[src/rtl/jts16_pkg.sv]
// Shared definitions for the tile ROM arbiter: address widths and FSM encoding.
package jts16_pkg;

    localparam int MAP_AW = 14;
    localparam int SCR_AW = 17;
    localparam int SDR_AW = 22;

    typedef enum logic [1:0] {
        ST_IDLE,
        ST_REQ,
        ST_WAIT,
        ST_FILL
    } rom_state_e;

    typedef enum logic {
        SLOT_MAP,
        SLOT_SCR
    } rom_slot_e;

endpackage

[src/rtl/jts16_rom_slot.sv]
// One-entry read cache: holds the last filled address/data and flags a hit
// when the client address matches the stored one.
module jts16_rom_slot #(
    parameter int AW = 14,
    parameter int DW = 16
) (
    input  logic          clk,
    input  logic          rst_n,
    input  logic [AW-1:0] addr_i,
    input  logic          we_i,
    input  logic [AW-1:0] waddr_i,
    input  logic [DW-1:0] wdata_i,
    output logic [DW-1:0] data_o,
    output logic          ok_o
);

    logic          valid_q;
    logic [AW-1:0] addr_q;
    logic [DW-1:0] data_q;

    always_ff @(posedge clk or negedge rst_n) begin
        if (!rst_n) begin
            valid_q <= 1'b0;
            addr_q  <= '0;
            data_q  <= '0;
        end else if (we_i) begin
            valid_q <= 1'b1;
            addr_q  <= waddr_i;
            data_q  <= wdata_i;
        end
    end

    // Compare is against the live client address so a change drops ok at once.
    assign ok_o   = valid_q && (addr_i == addr_q);
    assign data_o = data_q;

endmodule

[src/rtl/jts16_scr_rom.sv]
// Arbitrates tilemap and tile-pixel reads onto one SDRAM port, fronting each
// client with a one-entry cache. Map requests always win over scroll pixels.
module jts16_scr_rom
    import jts16_pkg::*;
#(
    parameter logic [SDR_AW-1:0] MAP_OFFSET = 22'h00_0000,
    parameter logic [SDR_AW-1:0] SCR_OFFSET = 22'h01_0000
) (
    input  logic              clk,
    input  logic              rst_n,
    input  logic [MAP_AW-1:0] map_addr,
    output logic [15:0]       map_data,
    output logic              map_ok,
    input  logic [SCR_AW-1:0] scr_addr,
    output logic [31:0]       scr_data,
    output logic              scr_ok,
    output logic [SDR_AW-1:0] sdram_addr,
    output logic              sdram_req,
    input  logic              sdram_ack,
    input  logic              sdram_rdy,
    input  logic [31:0]       sdram_din
);

    rom_state_e        state_q;
    rom_slot_e         slot_q;
    logic [SDR_AW-1:0] sdram_addr_q;
    logic              sdram_req_q;
    logic [SCR_AW-1:0] iss_addr_q;
    logic [31:0]       din_q;
    logic              map_we;
    logic              scr_we;

    always_ff @(posedge clk or negedge rst_n) begin
        if (!rst_n) begin
            state_q      <= ST_IDLE;
            slot_q       <= SLOT_MAP;
            sdram_addr_q <= '0;
            sdram_req_q  <= 1'b0;
        end else begin
            case (state_q)
                ST_IDLE: begin
                    if (!map_ok) begin
                        slot_q       <= SLOT_MAP;
                        sdram_addr_q <= MAP_OFFSET + SDR_AW'(map_addr);
                        sdram_req_q  <= 1'b1;
                        state_q      <= ST_REQ;
                    end else if (!scr_ok) begin
                        slot_q       <= SLOT_SCR;
                        sdram_addr_q <= SCR_OFFSET + SDR_AW'(scr_addr);
                        sdram_req_q  <= 1'b1;
                        state_q      <= ST_REQ;
                    end
                end
                ST_REQ: begin
                    // A coincident rdy belongs to nothing yet and is dropped.
                    if (sdram_ack) begin
                        sdram_req_q <= 1'b0;
                        state_q     <= ST_WAIT;
                    end
                end
                ST_WAIT: begin
                    if (sdram_rdy) state_q <= ST_FILL;
                end
                ST_FILL: state_q <= ST_IDLE;
                default: state_q <= ST_IDLE;
            endcase
        end
    end

    // Issued address and returned data only matter once the FSM says so.
    always_ff @(posedge clk) begin
        if (state_q == ST_IDLE) begin
            iss_addr_q <= !map_ok ? SCR_AW'(map_addr) : scr_addr;
        end
        if (state_q == ST_WAIT && sdram_rdy) begin
            din_q <= sdram_din;
        end
    end

    assign map_we     = (state_q == ST_FILL) && (slot_q == SLOT_MAP);
    assign scr_we     = (state_q == ST_FILL) && (slot_q == SLOT_SCR);
    assign sdram_addr = sdram_addr_q;
    assign sdram_req  = sdram_req_q;

    jts16_rom_slot #(.AW(MAP_AW), .DW(16)) u_map_slot (
        .clk     (clk),
        .rst_n   (rst_n),
        .addr_i  (map_addr),
        .we_i    (map_we),
        .waddr_i (iss_addr_q[MAP_AW-1:0]),
        .wdata_i (din_q[15:0]),
        .data_o  (map_data),
        .ok_o    (map_ok)
    );

    jts16_rom_slot #(.AW(SCR_AW), .DW(32)) u_scr_slot (
        .clk     (clk),
        .rst_n   (rst_n),
        .addr_i  (scr_addr),
        .we_i    (scr_we),
        .waddr_i (iss_addr_q),
        .wdata_i (din_q),
        .data_o  (scr_data),
        .ok_o    (scr_ok)
    );

endmodule
[config.mk]
export PLATFORM = sky130hd
export DESIGN_NAME = jts16_scr_rom
export DESIGN_NICKNAME = d
export VERILOG_FILES = /design/src/rtl/jts16_pkg.sv /design/src/rtl/jts16_rom_slot.sv /design/src/rtl/jts16_scr_rom.sv
export SDC_FILE = /design/constraint.sdc
export NUM_CORES = 1
export LEC_CHECK = 0
export BUFFER_PORTS_ARGS = -buffer_cell sky130_fd_sc_hd__clkbuf_2
export CORE_UTILIZATION = 55
export CTS_CLUSTER_DIAMETER = 150
export DETAILED_ROUTE_END_ITERATION = 7
export PLACE_DENSITY = 0.81
export SLEW_MARGIN = 30
export SYNTH_ARGS = -nofsm -noshare
export SYNTH_HDL_FRONTEND = slang
export SYNTH_SLANG_ARGS = --single-unit
[constraint.sdc]
create_clock -name clk -period 6.1 [get_ports clk]
set_input_delay 0.305 -clock clk [delete_from_list [all_inputs] [get_ports clk]]
set_output_delay 0.305 -clock clk [all_outputs]
set_load 0.05 [all_outputs]
==> impl_results.md <==
- Status: completed
- Pwr Density: 598 mW/mm^2
- Clock Pin Slew Worst Setup and Hold Paths: 0.06 ns
- Count leader, synth: dfrtp_1
- Seq cells post-synth: 152
- Post-DP HPWL: 8420 um
- Synth cell types: 33
- First-pass GRT wire length: 21,700 um
- IO Count: 140
- Setup TNS: 0 ns
- Port bufs: 135
- Warnings, synthesis: 0
- Pleak: 0.00347 uW
- Nets: 660
- Clk buf depth: 2
- Starting density of the core: 0.567
- Worst Hold End: sdram_addr[16]$_DFFE_PN0P_
- Vias: 3,939
- Register area share after synthesis: 0.659
- Post-synthesis average cell area: 15.0 um^2
- FP Rows: 38
- Post-synth EDFFs: 49
- CTS tree: built
- Pins over their slew limit: 0
- Post-CTS Setup Repair Bufs: 0
- Top FF cell, synth: dfrtp_1
- Slew margin rel.: 0.369
- Cells after synthesis: 410
- Critical Path, Cell by Cell: xnor2_1 -> nand4_1 -> nor4_4 -> buf_4 -> clkbuf_2
- Vias in the first global route: 4,243
- Final WL: 13,800 um
- DR WL/cell: 18.6 um
- R2R depth: 6
- Hold Path Origin: scr_addr[16]
- DRT Pass-1 Iters: 4
- Via-to-Cell Ratio: 5.32
- Dominant cell type by area after synthesis: dfrtp_1
- Die width: 108 um
- ANT nets after route: 0
- Post-Route Skew: 0.0116 ns
- Routability congestion estimate: 0.824
- CP Max Fanout: 25
- Mapped Area: 0.00614 mm^2
- Reg-to-Reg End: sdram_addr[14]$_DFFE_PN0P_
- Clock H-tree levels: 4
- Worst skew pair latency: 0.53 ns
- Startpoint Class: flip-flop
- Synth top cells by count: 103 x dfrtp_1, 94 x mux2_2, 49 x edfxtp_1
- Tot GR Track Use: 0.257
- Die area: 0.0116 mm^2
- Asr flop ratio synth: 0.678
- Max Freq: 325 MHz
- Num CTS Buffers: 17
- Final period util: 0.504
- Critical path required time: 5.79 ns
- Crit path arrival time: 2.77 ns
- Least-Margin Pin Slew: 0.947 ns
- Largest cells by area after synthesis: dfrtp_1 42%, edfxtp_1 24%, mux2_2 17%
- Cells after DPL: 674
- Worst hold path type: input pin to flip-flop
- Fin crit period: 3.07 ns
- Post-route DRC: 0
- CP max stage delay: 0.70 ns
- Hold path cells: 2
- VDD IR max: 0.511 mV
- FF-to-FF setup slack: 3.44 ns
- Ant diodes: 0
- RSZ-0062 raised after global routing: no
- Die height: 108 um
- Largest net degree at the start of global routing: 65
- Maxcap violations: 0
- Setup crit end kind: output port
- DR iter-0 viols: 218
- Core outline area: 0.0108 mm^2
- CP Class: flip-flop to output port
- Initial antenna violation count: 0
- Clock sink count: 152
- Synth top area share: 0.419
- Reg2reg start: state_q[0]$_DFFE_PN0P_
- Highest-delay cell along the critical path: nor4_4
- Final Non-Filler Cells: 741
- Grt ovf: 0
- Area Overhead vs Synth: 29.3%
- Root buffer cell: clkbuf_8
- Layout cells sized above 1: 0.443
- Final Hold Viols: 0
- Final setup vio count: 0
==> through the flow <==
step	total power (uW)	utilization	area, um^2	worst slack, ns	hold slack, ns
floorplan	3130	-	6160	3.91	0.00941
global placement	3550	0.642	6960	3.56	0.306
detailed placement	3620	0.642	6960	3.39	0.317
CTS	4730	0.729	7900	2.97	0.0264
global route	4950	0.733	7940	2.86	0.0359
finish	4750	0.733	7940	3.03	0.0634
==> cells in the final DEF (no fill, tap or decap), types with 2 or more instances in the layout <==
| cell | netlist | routed |
|---|---|---|
| clkbuf_1 | 6 | 3 |
| edfxtp_1 | 49 | 49 |
| dlygate4sd3_1 | 0 | 33 |
| o22a_1 | 14 | 14 |
| ha_1 | 5 | 5 |
| clkbuf_2 | 0 | 134 |
| inv_1 | 26 | 26 |
| bufinv_16 | 0 | 5 |
| nand4_1 | 7 | 7 |
| mux2_2 | 94 | 94 |
| nand3_1 | 4 | 4 |
| xor2_1 | 4 | 4 |
| a21oi_1 | 16 | 16 |
| nand2_1 | 3 | 2 |
| xnor2_1 | 27 | 27 |
| dfrtp_1 | 103 | 103 |
| nor2_1 | 16 | 16 |
| o21ai_0 | 5 | 5 |
| conb_1 | 1 | 4 |
| clkinv_1 | 0 | 5 |
| clkbuf_16 | 0 | 16 |
| and2_1 | 4 | 4 |
| buf_4 | 5 | 6 |
==> sequential cells by signal (all words and copies together), names as in the netlist <==
| name | flops |
|---|---|
| iss_addr_q | 17 |
| u_scr_slot.valid_q | 1 |
| u_map_slot.addr_q | 14 |
| state_q | 2 |
| u_map_slot.valid_q | 1 |
| u_scr_slot.data_o | 32 |
| slot_q | 1 |
| din_q | 32 |
| u_map_slot.data_o | 16 |
| u_scr_slot.addr_q | 17 |
| sdram_req | 1 |
| sdram_addr | 18 |
==> critical path: cells and delay by family, from the launching register on <==
kind / cells / cell delay, ns
AND/OR/NAND/NOR: 2 / 0.88
buffers and inverters: 2 / 0.77
flip-flops: 1 / 0.38
XOR/XNOR: 1 / 0.21
==> cell type report <==
class / instances / area, um^2
clock buffers: 20 / 425
clock inverters: 12 / 181
fillers: 732 / 2900
inverters: 26 / 97.6
multi-input cells: 216 / 1930
flip-flops and latches: 152 / 4050
well taps: 140 / 175
repair buffers: 175 / 1090
==> power by group <==
part	switching, uW	internal, uW
clock network	392	698
registers	238	1490
logic	1280	653
==> cells by family (layout without fill, tap and decap cells) <==
kind of cell	Yosys count	after routing	share of synthesized area
mux	95	95	0.174
buf+inv	45	233	0.0312
fa+ha+maj	5	5	0.0102
simple gates	41	41	0.0354
xor+xnor	31	31	0.0442
compound gates	40	40	0.0456
other cells	1	4	0.000610
flops	152	152	0.659
==> repair_timing <==
item,CTS,global route
resized for setup,0,0
hold buffers,33,0
endpoints found under the hold margin,71,0
==> metal layers <==
metal,GRT usage,share of wire
met1,0.314,0.40
met5,0,0
met3,0.0823,0.072
met2,0.430,0.51
met4,0.0871,0.0093
==> how the worst max path moves through the flow <==
stage	cells after the start	start	to	slack, ns
final	5	u_map_slot.addr_q[13]$_DFFE_PN0P_	map_ok	3.03
after global routing	5	u_map_slot.addr_q[10]$_DFFE_PN0P_	map_ok	2.86
after global placement	6	state_q[0]$_DFFE_PN0P_	sdram_addr[16]$_DFFE_PN0P_	3.56
after detailed placement	6	state_q[0]$_DFFE_PN0P_	sdram_addr[14]$_DFFE_PN0P_	3.39
after CTS	5	u_map_slot.addr_q[13]$_DFFE_PN0P_	map_ok	2.97
after floorplan	8	u_scr_slot.addr_q[0]$_DFFE_PN0P_	sdram_addr[10]$_DFFE_PN0P_	3.91
Note: power is estimated with default switching activity, not from simulation.
